### src/rtl/regfile_read_port_pkg.sv
// regfile_read_port_pkg: shared widths and count-state encodings for the register-file read port.
package regfile_read_port_pkg;
    localparam int DATA_W = 21;
    localparam int ADDR_W = 3;
    localparam int NREGS  = 8;
    localparam logic [1:0] EMPTY = 2'd0;
    localparam logic [1:0] ONE   = 2'd1;
    localparam logic [1:0] FULL  = 2'd2;
endpackage

### src/rtl/regfile_read_port_operand_sel.sv
// rf_operand_sel: NREGS:1 operand select; REGFILE_RD_BYPASS_EN adds write-to-read bypass.
module rf_operand_sel
    import regfile_read_port_pkg::*;
(
    input  logic [NREGS*DATA_W-1:0] reg_bus_i,
    input  logic [ADDR_W-1:0]       addr_i,
    input  logic                    wr_en_i,
    input  logic [ADDR_W-1:0]       wr_addr_i,
    input  logic [DATA_W-1:0]       wr_data_i,
    output logic [DATA_W-1:0]       data_o
);
    logic [DATA_W-1:0] reg_val;
    always_comb begin
        reg_val = '0;
        for (int k = 0; k < NREGS; k++)
            if (addr_i == k[ADDR_W-1:0]) reg_val = reg_bus_i[k*DATA_W +: DATA_W];
    end
`ifdef REGFILE_RD_BYPASS_EN
    assign data_o = (wr_en_i && wr_addr_i == addr_i) ? wr_data_i : reg_val;
`else
    // Write port is intentionally ignored: same-cycle reads see the old value.
    logic unused_wr;
    assign unused_wr = ^{wr_en_i, wr_addr_i, wr_data_i};
    assign data_o = reg_val;
`endif
endmodule

### src/rtl/regfile_read_port.sv
// regfile_read_port: two-operand read port with a 2-entry response skid FIFO.
// Optional same-cycle write bypass under REGFILE_RD_BYPASS_EN.
module regfile_read_port
    import regfile_read_port_pkg::*;
(
    input  logic                    clk,
    input  logic                    rst,
    input  logic [NREGS*DATA_W-1:0] reg_bus_i,
    input  logic                    wr_en_i,
    input  logic [ADDR_W-1:0]       wr_addr_i,
    input  logic [DATA_W-1:0]       wr_data_i,
    input  logic                    req_valid_i,
    output logic                    req_ready_o,
    input  logic [ADDR_W-1:0]       req_addr_a_i,
    input  logic [ADDR_W-1:0]       req_addr_b_i,
    output logic                    rsp_valid_o,
    input  logic                    rsp_ready_i,
    output logic [DATA_W-1:0]       rsp_data_a_o,
    output logic [DATA_W-1:0]       rsp_data_b_o
);
    logic [1:0]          count_q, count_d;
    logic                head_q, head_d, tail_q, tail_d;
    logic [2*DATA_W-1:0] mem_q [2];
    logic [2*DATA_W-1:0] mem_d [2];
    logic [DATA_W-1:0]   sel_a, sel_b;
    logic                acc, pop;

    rf_operand_sel u_sel_a (
        .reg_bus_i(reg_bus_i), .addr_i(req_addr_a_i), .wr_en_i(wr_en_i),
        .wr_addr_i(wr_addr_i), .wr_data_i(wr_data_i), .data_o(sel_a)
    );
    rf_operand_sel u_sel_b (
        .reg_bus_i(reg_bus_i), .addr_i(req_addr_b_i), .wr_en_i(wr_en_i),
        .wr_addr_i(wr_addr_i), .wr_data_i(wr_data_i), .data_o(sel_b)
    );

    // Handshakes are masked during reset so nothing is accepted or popped.
    assign req_ready_o = !rst && count_q != FULL;
    assign rsp_valid_o = !rst && count_q != EMPTY;
    assign acc = req_valid_i && req_ready_o;
    assign pop = rsp_valid_o && rsp_ready_i;
    assign {rsp_data_a_o, rsp_data_b_o} = mem_q[head_q];

    always_comb begin
        mem_d = mem_q;
        mem_d[tail_q] = acc ? {sel_a, sel_b} : mem_q[tail_q];
        count_d = count_q + {1'b0, acc} - {1'b0, pop};
        head_d = head_q ^ pop;
        tail_d = tail_q ^ acc;
    end

    always_ff @(posedge clk) begin
        if (rst) begin
            count_q <= EMPTY;
            head_q  <= 1'b0;
            tail_q  <= 1'b0;
            mem_q   <= '{default: '0};
        end else begin
            count_q <= count_d;
            head_q  <= head_d;
            tail_q  <= tail_d;
            mem_q   <= mem_d;
        end
    end
endmodule

### config.mk
export PLATFORM = sky130hd
export DESIGN_NAME = regfile_read_port
export DESIGN_NICKNAME = d
export VERILOG_FILES = /design/src/rtl/regfile_read_port_pkg.sv /design/src/rtl/regfile_read_port_operand_sel.sv /design/src/rtl/regfile_read_port.sv
export SDC_FILE = /design/constraint.sdc
export NUM_CORES = 1
export LEC_CHECK = 0
export ABC_CLOCK_PERIOD_IN_PS = 1800
export BUFFER_PORTS_ARGS = -buffer_cell sky130_fd_sc_hd__buf_4
export CAP_MARGIN = 25
export CORE_MARGIN = 10
export CORE_UTILIZATION = 45
export DETAILED_ROUTE_END_ITERATION = 8
export PLACE_DENSITY_LB_ADDON = 0.08
export SLEW_MARGIN = 40
export SYNTH_ARGS = -nofsm -noshare
export SYNTH_HDL_FRONTEND = slang
export SYNTH_SLANG_ARGS = --single-unit
### constraint.sdc
create_clock -name clk -period 1.8 [get_ports clk]
set_clock_uncertainty 0.15 [all_clocks]
set_input_delay 0.09 -clock clk [delete_from_list [all_inputs] [get_ports clk]]
set_output_delay 0.09 -clock clk [all_outputs]
set_load 0.05 [all_outputs]
==> results of run 1 <==
## worst max-delay path by stage
stage and to:
2_1_floorplan count_q[1], 3_5_place_dp mem_q[80], 3_3_place_gp mem_q[81], 6_report rsp_data_a_o[0]
4_1_cts rsp_data_a_o[11], 5_1_grt rsp_data_a_o[10]
## power breakdown
part           internal, mW  total (mW)  switching [mW]
Clock                 0.977        1.83           0.855
Sequential             2.12        2.22          0.0978
Combinational          1.18        2.71            1.54
Total                  4.27        6.76            2.49
## routing by layer
layer	vias up	global-route usage [%]	share of wire [%]
li1	3318	-	-
met1	3426	26.8	38
met2	362	44.2	50
met3	62	7.15	8.4
met4	0	10.2	4.1
met5	-	0	0
## cells by family (layout without fill, tap and decap cells)
logic type               Yosys count  count (layout)
AO/OA/AOI/OAI                    298             298
multiplexers                     130             130
AND/OR/NAND/NOR                  130             130
buffers and inverters             89             298
flip-flops                        88              88
XOR/XNOR                           3               3
adder cells (fa/ha/maj)            2               2
## timing repair
item / 4_1_cts / 5_1_grt
hold endpoints to repair: 8 / 0
hold buffers: 4 / 0
endpoints found under the setup margin: 26 / 14
resized for setup: 2 / 6
pin swaps: 0 / 3
setup buffers: 0 / 4
cloned: 0 / 1
## cell usage in the layout, fill, tap and decap left out, drive strengths merged
master	synthesis	routed
o211a	2	2
o22ai	18	18
mux4	2	2
a21o	3	3
or2b	3	3
a2bb2oi	18	18
and3	4	4
mux2i	58	58
o32a	23	23
a21oi	29	29
dfxtp	88	88
clkbuf	32	10
nor2b	6	6
and2	1	1
nor3b	1	1
nand3	69	69
nor2	14	14
a221oi	13	13
o2bb2ai	4	4
clkinv	0	1
or2	2	2
xnor2	3	3
o221ai	47	47
inv	11	16
nand2	11	11
o21a	36	36
o221a	1	1
mux2	70	70
o211ai	1	1
a211oi	10	10
dlygate4sd3	0	3
o21ai	91	91
clkinvlp	0	1
a31o	2	2
ha	2	2
buf	46	267
nand2b	19	19
## metrics by stage
step	total power, mW	utilization [%]	cells	instance area (sq um)
after CTS	6.75	61.5	1129	8910
after detailed placement	4.91	59.2	1109	8570
after global placement	4.87	59.1	1109	8560
final	6.76	62.0	1133	8980
after floorplan	3.91	-	740	6670
after global routing	7.04	62.0	1133	8980
## critical path, stage by stage, from the launching register on
cell and delay [ps]:
sky130_fd_sc_hd__dfxtp_4 430, sky130_fd_sc_hd__buf_12 180, sky130_fd_sc_hd__mux2_2 380, sky130_fd_sc_hd__buf_4 200
## layout make-up
type                       count  area, sq um  area share, %
sequential                    88         1770           19.7
multi-input combinational    563         4420           49.2
tap                          184          230           2.56
timing repair buffer         271         2220           24.7
inverter                      11         43.8          0.488
clock buffer                   9          225           2.51
clock inverter                 7         70.1          0.780
## state kept, by name, indices dropped and copies added, names as in the netlist
register  cells
head_q        1
count_q       2
tail_q        1
mem_q        84
==> flow_summary.html, run 1 <==
<table>
<tr><th>Metric</th><th>Value</th></tr>
<tr><th colspan="2">Outcome</th></tr>
<tr><td>Outcome</td><td>finished with violations</td></tr>
<tr><td>Violated checks</td><td>hold timing</td></tr>
<tr><th colspan="2">Yosys</th></tr>
<tr><td>Proportion of netlist area held by the largest area contributor</td><td>26.7%</td></tr>
<tr><td>Post-synthesis instance total</td><td>740</td></tr>
<tr><td>Distinct cell type count after synthesis</td><td>50</td></tr>
<tr><td>Sequential fraction of the synthesis area</td><td>26.7%</td></tr>
<tr><td>Share of cell area taken by muxes after synthesis</td><td>21.4%</td></tr>
<tr><td>Most numerous cell in the Yosys netlist</td><td>sky130_fd_sc_hd__dfxtp_1</td></tr>
<tr><td>Leading cell types by total area after synthesis</td><td>sky130_fd_sc_hd__dfxtp_1 27%, sky130_fd_sc_hd__mux2_2 11%, sky130_fd_sc_hd__mux2i_1 8.8%</td></tr>
<tr><td>Number of synthesized flops with an enable pin</td><td>0</td></tr>
<tr><td>Share of flip-flops with an asynchronous set or reset</td><td>0%</td></tr>
<tr><td>Parity-gate share of the synthesized area counting xor and xnor cells</td><td>0.398%</td></tr>
<tr><td>Synthesized area per cell</td><td>8.93 sq um</td></tr>
<tr><td>Cell area after technology mapping</td><td>6610 sq um</td></tr>
<tr><td>Flip-flop and latch count after synthesis</td><td>88</td></tr>
<tr><td>Post-Syn Nets</td><td>945</td></tr>
<tr><td>Warnings, synthesis</td><td>0</td></tr>
<tr><td>Most numerous cell types in the synthesized netlist</td><td>88 x sky130_fd_sc_hd__dfxtp_1, 69 x sky130_fd_sc_hd__nand3_1, 65 x sky130_fd_sc_hd__mux2_2, 58 x sky130_fd_sc_hd__mux2i_1, 49 x sky130_fd_sc_hd__o21ai_1</td></tr>
<tr><td>Cell type contributing the most total cell area after synthesis</td><td>sky130_fd_sc_hd__dfxtp_1</td></tr>
<tr><td>Synth Area in Compound Gates</td><td>33.1%</td></tr>
<tr><td>Main combinational cell family by area after synthesis</td><td>compound AO/OA/AOI/OAI gates</td></tr>
<tr><td>Main flop type after synthesis</td><td>sky130_fd_sc_hd__dfxtp_1</td></tr>
<tr><td>Area fraction in and, or, nand and nor cells after synthesis</td><td>10.4%</td></tr>
<tr><td>Synthesized-area fraction occupied by adder cells</td><td>0.379%</td></tr>
<tr><th colspan="2">STA</th></tr>
<tr><td>Number of hold violations in the final report</td><td>1</td></tr>
<tr><td>Share of the clock period used by the worst path after layout</td><td>98.9%</td></tr>
<tr><td>Worst setup margin</td><td>19.1 ps</td></tr>
<tr><td>Final setup violating endpoints</td><td>0</td></tr>
<tr><td>Maximum achievable frequency</td><td>562 MHz</td></tr>
<tr><td>Pins Over Slew Limit</td><td>0</td></tr>
<tr><td>Accumulated negative setup slack</td><td>0 ps</td></tr>
<tr><td>Tightest slew margin relative to the limit</td><td>51.8%</td></tr>
<tr><td>Final Critical Period</td><td>1780 ps</td></tr>
<tr><td>Worst hold-check slack</td><td>-12.4 ps</td></tr>
<tr><td>Transition at the pin with the smallest max-transition slack</td><td>723 ps</td></tr>
<tr><th colspan="2">Final layout</th></tr>
<tr><td>Layout cells sized above 1</td><td>41.2%</td></tr>
<tr><td>Net count of the finished layout</td><td>1149</td></tr>
<tr><td>Fill count</td><td>1259</td></tr>
<tr><td>Area grow syn2layout</td><td>35.9%</td></tr>
<tr><td>Diodes inserted</td><td>0</td></tr>
<tr><th colspan="2">Floorplanning</th></tr>
<tr><td>Width of the die</td><td>141 microns</td></tr>
<tr><td>Die outline height</td><td>141 microns</td></tr>
<tr><td>Num rows</td><td>44</td></tr>
<tr><td>Standard cell core area</td><td>14500 sq um</td></tr>
<tr><td>Top-level port count</td><td>247</td></tr>
<tr><td>Starting utilization of the core area</td><td>45.6%</td></tr>
<tr><td>Die footprint</td><td>19900 sq um</td></tr>
<tr><th colspan="2">Route</th></tr>
<tr><td>Routed wirelength normalized by instance count</td><td>23.2 microns</td></tr>
<tr><td>Antenna Nets Post-Route</td><td>0</td></tr>
<tr><td>Drc violations</td><td>0</td></tr>
<tr><td>Detailed Route Iter0 Violations</td><td>488</td></tr>
<tr><td>Routed vias/inst</td><td>6.33</td></tr>
<tr><td>Total number of vias</td><td>7168</td></tr>
<tr><td>Total Wirelength</td><td>26300 microns</td></tr>
<tr><td>First-pass detailed-route iteration total</td><td>7</td></tr>
<tr><th colspan="2">Placed design</th></tr>
<tr><td>Number of input and output port buffers inserted</td><td>221</td></tr>
<tr><td>Detailed-placement wirelength estimate</td><td>20100 microns</td></tr>
<tr><td>Setup WS pre-CTS</td><td>-60.6 ps</td></tr>
<tr><td>Placer's final routability congestion estimate</td><td>0.943</td></tr>
<tr><th colspan="2">Critical path</th></tr>
<tr><td>Number of cells on the worst reg-to-reg path</td><td>9</td></tr>
<tr><td>Element type at the critical path end</td><td>output pin</td></tr>
<tr><td>Crit Path Category</td><td>reg2out</td></tr>
<tr><td>Kind of start point of the critical path</td><td>flop</td></tr>
<tr><td>Critical path startpoint</td><td>head_q</td></tr>
<tr><td>Reg-to-reg endpoint</td><td>count_q[1]</td></tr>
<tr><td>Worst-case register-to-register setup slack</td><td>80 ps</td></tr>
<tr><td>Crit path arrival time</td><td>1540 ps</td></tr>
<tr><td>Required @ worst endpoint</td><td>1560 ps</td></tr>
<tr><td>Worst Path Max Fanout</td><td>16</td></tr>
<tr><td>Startpoint of the most critical register-to-register path</td><td>count_q[0]</td></tr>
<tr><th colspan="2">Clock network</th></tr>
<tr><td>Insertion delay of the later-clocked pin in the worst-skew pair</td><td>340 ps</td></tr>
<tr><td>TritonCTS clock tree</td><td>done</td></tr>
<tr><td>Number of levels the H-tree was split into</td><td>3</td></tr>
<tr><td>Number of sinks driven by the clock tree</td><td>88</td></tr>
<tr><td>Worst-path clk slew</td><td>70 ps</td></tr>
<tr><td>Number of buffers added by the clock tree synthesis step</td><td>9</td></tr>
<tr><td>Max clock buf depth</td><td>2</td></tr>
<tr><td>Root Buffer</td><td>sky130_fd_sc_hd__clkbuf_16</td></tr>
<tr><th colspan="2">Global routing</th></tr>
<tr><td>Sum of overflow across all layers after global routing</td><td>0</td></tr>
<tr><td>Number of global-route vias before repair</td><td>7322</td></tr>
<tr><td>Pin count of the biggest net entering global routing</td><td>72</td></tr>
<tr><td>Antenna violations before repair</td><td>0</td></tr>
<tr><td>First-pass GRT wire length</td><td>40300 microns</td></tr>
<tr><td>Overall fraction of global-route tracks in use</td><td>24.8%</td></tr>
<tr><th colspan="2">Worst hold path</th></tr>
<tr><td>Cell depth of the worst hold path</td><td>4</td></tr>
<tr><td>Classification of the worst-slack hold path</td><td>in2reg</td></tr>
<tr><td>Worst hold path startpoint</td><td>rsp_ready_i</td></tr>
<tr><td>Hold endpoint</td><td>head_q</td></tr>
<tr><th colspan="2">Pwr</th></tr>
<tr><td>Max rail drop VDD</td><td>566 uV</td></tr>
<tr><td>Pwr per Cell Area</td><td>753 nW/um^2</td></tr>
<tr><td>Leakage Power</td><td>3.77 nW</td></tr>
<tr><th colspan="2">Run</th></tr>
<tr><td>Reported max-cap violation count</td><td>0</td></tr>
</table>
(Power assumes the default switching activity.)
==> inputs of run 2 (changes only) <==
--- a/config.mk
+++ b/config.mk
@@ -11,8 +11,8 @@
 export CORE_MARGIN = 10
 export CORE_UTILIZATION = 45
 export DETAILED_ROUTE_END_ITERATION = 8
-export PLACE_DENSITY_LB_ADDON = 0.08
-export SLEW_MARGIN = 40
+export PLACE_DENSITY = 0.77
+export SLEW_MARGIN = 20
 export SYNTH_ARGS = -nofsm -noshare
 export SYNTH_HDL_FRONTEND = slang
 export SYNTH_SLANG_ARGS = --single-unit
==> run 2 against run 1 <==
The flow now finishes without violations. Sequential share of layout area is 0.16 points lower. Critical path depth is the same. Via count fell by 1.9%. Design area increased by 0.68%. Cell count is 0.97% higher. Wire length decreased by 3.2%. Combinational power hardly changed. Total power shrank 0.22%. Clock power is essentially flat. Non-clock buffer count up 11. Core utilization grew 0.42 points. Maximum frequency up 1.1%.
==> flow_summary.html, run 2 (synthesis gave the netlist of run 1 again) <==
<table>
<tr><th>Metric</th><th>Value</th></tr>
<tr><th colspan="2">Final layout</th></tr>
<tr><td>Area grow syn2layout</td><td>36.9%</td></tr>
<tr><td>Diodes inserted</td><td>0 (unchanged)</td></tr>
<tr><td>Biggest regs</td><td>mem_q: 84 flops, count_q: 2 flops</td></tr>
<tr><td>Fill count</td><td>1258 (-0.079%)</td></tr>
<tr><td>Net count of the finished layout</td><td>1160 (+0.96%)</td></tr>
<tr><td>Fraction of the core area covered by cells at the end of the flow</td><td>62.4% (+0.42 points)</td></tr>
<tr><td>Commonest non-fill, non-tap cells in the layout</td><td>263 x sky130_fd_sc_hd__buf_4, 85 x sky130_fd_sc_hd__dfxtp_1, 68 x sky130_fd_sc_hd__nand3_1, 65 x sky130_fd_sc_hd__mux2_2, 58 x sky130_fd_sc_hd__mux2i_1</td></tr>
<tr><td>Register with the most flip-flops</td><td>mem_q</td></tr>
<tr><td>Most common cell after layout, fill and taps aside</td><td>sky130_fd_sc_hd__buf_4</td></tr>
<tr><td>Flip-flop count of the largest register, all copies and words added</td><td>84 (unchanged)</td></tr>
<tr><td>Layout cells sized above 1</td><td>41.4% (+0.15 points)</td></tr>
<tr><th colspan="2">Clock network</th></tr>
<tr><td>Number of buffers added by the clock tree synthesis step</td><td>9 (unchanged)</td></tr>
<tr><td>Insertion delay of the later-clocked pin in the worst-skew pair</td><td>340 ps (about the same)</td></tr>
<tr><td>Number of levels the H-tree was split into</td><td>3 (unchanged)</td></tr>
<tr><td>TritonCTS clock tree</td><td>done</td></tr>
<tr><td>Max clock buf depth</td><td>2 (unchanged)</td></tr>
<tr><td>Number of sinks driven by the clock tree</td><td>88 (unchanged)</td></tr>
<tr><td>Worst-path clk slew</td><td>70 ps (about the same)</td></tr>
<tr><td>Root Buffer</td><td>sky130_fd_sc_hd__clkbuf_16</td></tr>
<tr><th colspan="2">Critical path</th></tr>
<tr><td>Required @ worst endpoint</td><td>1560 ps (about the same)</td></tr>
<tr><td>Kind of start point of the critical path</td><td>flop</td></tr>
<tr><td>Worst Path Max Fanout</td><td>21 (+5)</td></tr>
<tr><td>Crit path arrival time</td><td>1520 ps (-20 ps)</td></tr>
<tr><td>Sequence of cells on the critical path</td><td>buf_16, mux2_2, buf_4</td></tr>
<tr><td>Slowest library cell on the worst path</td><td>sky130_fd_sc_hd__dfxtp_4</td></tr>
<tr><td>Element type at the critical path end</td><td>output pin</td></tr>
<tr><td>Worst path top cell family by delay</td><td>flip-flops</td></tr>
<tr><td>Worst path buffer plus inverter count</td><td>2 (unchanged)</td></tr>
<tr><td>Crit Path Category</td><td>reg2out</td></tr>
<tr><td>Largest stage delay, worst path</td><td>420 ps (about the same)</td></tr>
<tr><th colspan="2">Floorplanning</th></tr>
<tr><td>Width of the die</td><td>141 microns (unchanged)</td></tr>
<tr><td>Die footprint</td><td>19900 sq um (unchanged)</td></tr>
<tr><td>Top-level port count</td><td>247 (unchanged)</td></tr>
<tr><td>Num rows</td><td>44 (unchanged)</td></tr>
<tr><td>Standard cell core area</td><td>14500 sq um (unchanged)</td></tr>
<tr><td>Starting utilization of the core area</td><td>45.6% (unchanged)</td></tr>
<tr><td>Die outline height</td><td>141 microns (unchanged)</td></tr>
<tr><th colspan="2">Pwr</th></tr>
<tr><td>Leakage Power</td><td>3.81 nW (+1.1%)</td></tr>
<tr><td>Max rail drop VDD</td><td>736 uV (+30%)</td></tr>
<tr><td>Pwr per Cell Area</td><td>746 nW/um^2 (-0.89%)</td></tr>
<tr><th colspan="2">Global routing</th></tr>
<tr><td>First-pass GRT wire length</td><td>39200 microns (-2.9%)</td></tr>
<tr><td>Overall fraction of global-route tracks in use</td><td>24.0% (-0.82 points)</td></tr>
<tr><td>Antenna violations before repair</td><td>0 (unchanged)</td></tr>
<tr><td>Number of global-route vias before repair</td><td>7146 (-2.4%)</td></tr>
<tr><td>Pin count of the biggest net entering global routing</td><td>72 (unchanged)</td></tr>
<tr><td>Sum of overflow across all layers after global routing</td><td>0 (unchanged)</td></tr>
<tr><th colspan="2">Route</th></tr>
<tr><td>Metal2 WL</td><td>12500 microns (-4.5%)</td></tr>
<tr><td>Total number of vias</td><td>7029 (-1.9%)</td></tr>
<tr><td>Drc violations</td><td>0 (unchanged)</td></tr>
<tr><td>Total Wirelength</td><td>25500 microns (-3.2%)</td></tr>
<tr><td>Antenna Nets Post-Route</td><td>0 (unchanged)</td></tr>
<tr><td>Routed vias/inst</td><td>6.14 (-2.9%)</td></tr>
<tr><td>Routed wirelength normalized by instance count</td><td>22.3 microns (-4.1%)</td></tr>
<tr><td>Max layer used</td><td>met4</td></tr>
<tr><td>Routed metal-1 wirelength</td><td>10100 microns (+0.98%)</td></tr>
<tr><td>Detailed route wirelength on metal3</td><td>2370 microns (+7.3%)</td></tr>
<tr><td>Detailed Route Iter0 Violations</td><td>570 (+17%)</td></tr>
<tr><td>First-pass detailed-route iteration total</td><td>5 (-2)</td></tr>
<tr><th colspan="2">STA</th></tr>
<tr><td>Final setup violating endpoints</td><td>0 (unchanged)</td></tr>
<tr><td>Final Critical Period</td><td>1760 ps (-19.5 ps)</td></tr>
<tr><td>Transition at the pin with the smallest max-transition slack</td><td>740 ps (+17.5 ps)</td></tr>
<tr><td>Share of the clock period used by the worst path after layout</td><td>97.9% (-1.1 points)</td></tr>
<tr><td>Worst setup margin</td><td>38.6 ps (+19.5 ps)</td></tr>
<tr><td>Tightest slew margin relative to the limit</td><td>50.7% (-1.2 points)</td></tr>
<tr><td>Number of hold violations in the final report</td><td>0 (-1)</td></tr>
<tr><td>RSZ-0062 raised after global routing</td><td>no</td></tr>
<tr><td>Pins Over Slew Limit</td><td>0 (unchanged)</td></tr>
<tr><td>Maximum achievable frequency</td><td>568 MHz (+1.1%)</td></tr>
<tr><th colspan="2">Placed design</th></tr>
<tr><td>Number of input and output port buffers inserted</td><td>221 (unchanged)</td></tr>
<tr><td>Placer's final routability congestion estimate</td><td>0.968 (+2.7%)</td></tr>
<tr><td>Detailed-placement wirelength estimate</td><td>19600 microns (-2.4%)</td></tr>
<tr><td>Setup WS pre-CTS</td><td>62.9 ps (+124 ps)</td></tr>
<tr><th colspan="2">Outcome</th></tr>
<tr><td>Outcome</td><td>complete, no violations</td></tr>
<tr><th colspan="2">Run</th></tr>
<tr><td>Reported max-cap violation count</td><td>0 (unchanged)</td></tr>
<tr><th colspan="2">Worst hold path</th></tr>
<tr><td>Classification of the worst-slack hold path</td><td>in2reg</td></tr>
</table>
run 2: final cells by class:
type / instances / area [sq um] / area share [%]
Clock buffer: 9 / 225 / 2.49
Clock inverter: 7 / 75.1 / 0.830
Inverter: 11 / 41.3 / 0.457
Multi-Input combinational cell: 563 / 4400 / 48.7
Sequential cell: 88 / 1770 / 19.6
Tap cell: 184 / 230 / 2.55
Timing Repair Buffer: 282 / 2300 / 25.4
run 2: worst register-to-register path, delay by kind of cell (launching register included):
family | cells | cell delay, ps
AND/OR/NAND/NOR | 1 | 50
XOR/XNOR | 2 | 240
AO/OA/AOI/OAI | 1 | 290
buffers and inverters | 2 | 120
flip-flops | 1 | 360
adder cells (fa/ha/maj) | 2 | 370
run 2: final timing paths:
kind                                startpoint          endpoint  slack (ps)  cells past startpoint
worst max-delay path                    head_q  rsp_data_b_o[18]          40                      3
worst min-delay path            reg_bus_i[157]         mem_q[52]          20                      3
worst max register to register      count_q[1]        count_q[1]         100                      8
worst min register to register       mem_q[80]         mem_q[80]         310                      2
run 2: power breakdown:
part	total, mW	switching (mW)	internal, mW
Combinational	2.68	1.51	1.17
Clock	1.86	0.876	0.981
Sequential	2.21	0.0947	2.12
run 2: metal layers:
metal,vias up,GRT usage (%)
li1,3338,-
met1,3289,28.8
met2,352,41.2
met3,50,6.48
met4,0,6.25
met5,-,0
run 2: through the flow:
step | area (sq um) | TNS (ps) | power, mW | hold slack [ps] | cells
floorplan | 6670 | -130 | 3.91 | 85.2 | 740
global placement | 8610 | 0 | 4.83 | 280 | 1119
detailed placement | 8610 | 0 | 4.86 | 299 | 1119
CTS | 9010 | 0 | 6.74 | 14.0 | 1143
global route | 9040 | 0 | 7.04 | 53.4 | 1144
finish | 9040 | 0 | 6.75 | 15.4 | 1144
run 2: repair_timing:
item / in CTS / in global routing
cloned: 1 / 1
resized for setup: 2 / 1
setup buffers: 0 / 0
setup endpoints to repair: 31 / 14
endpoints found under the hold margin: 11 / 0
hold buffers: 7 / 0
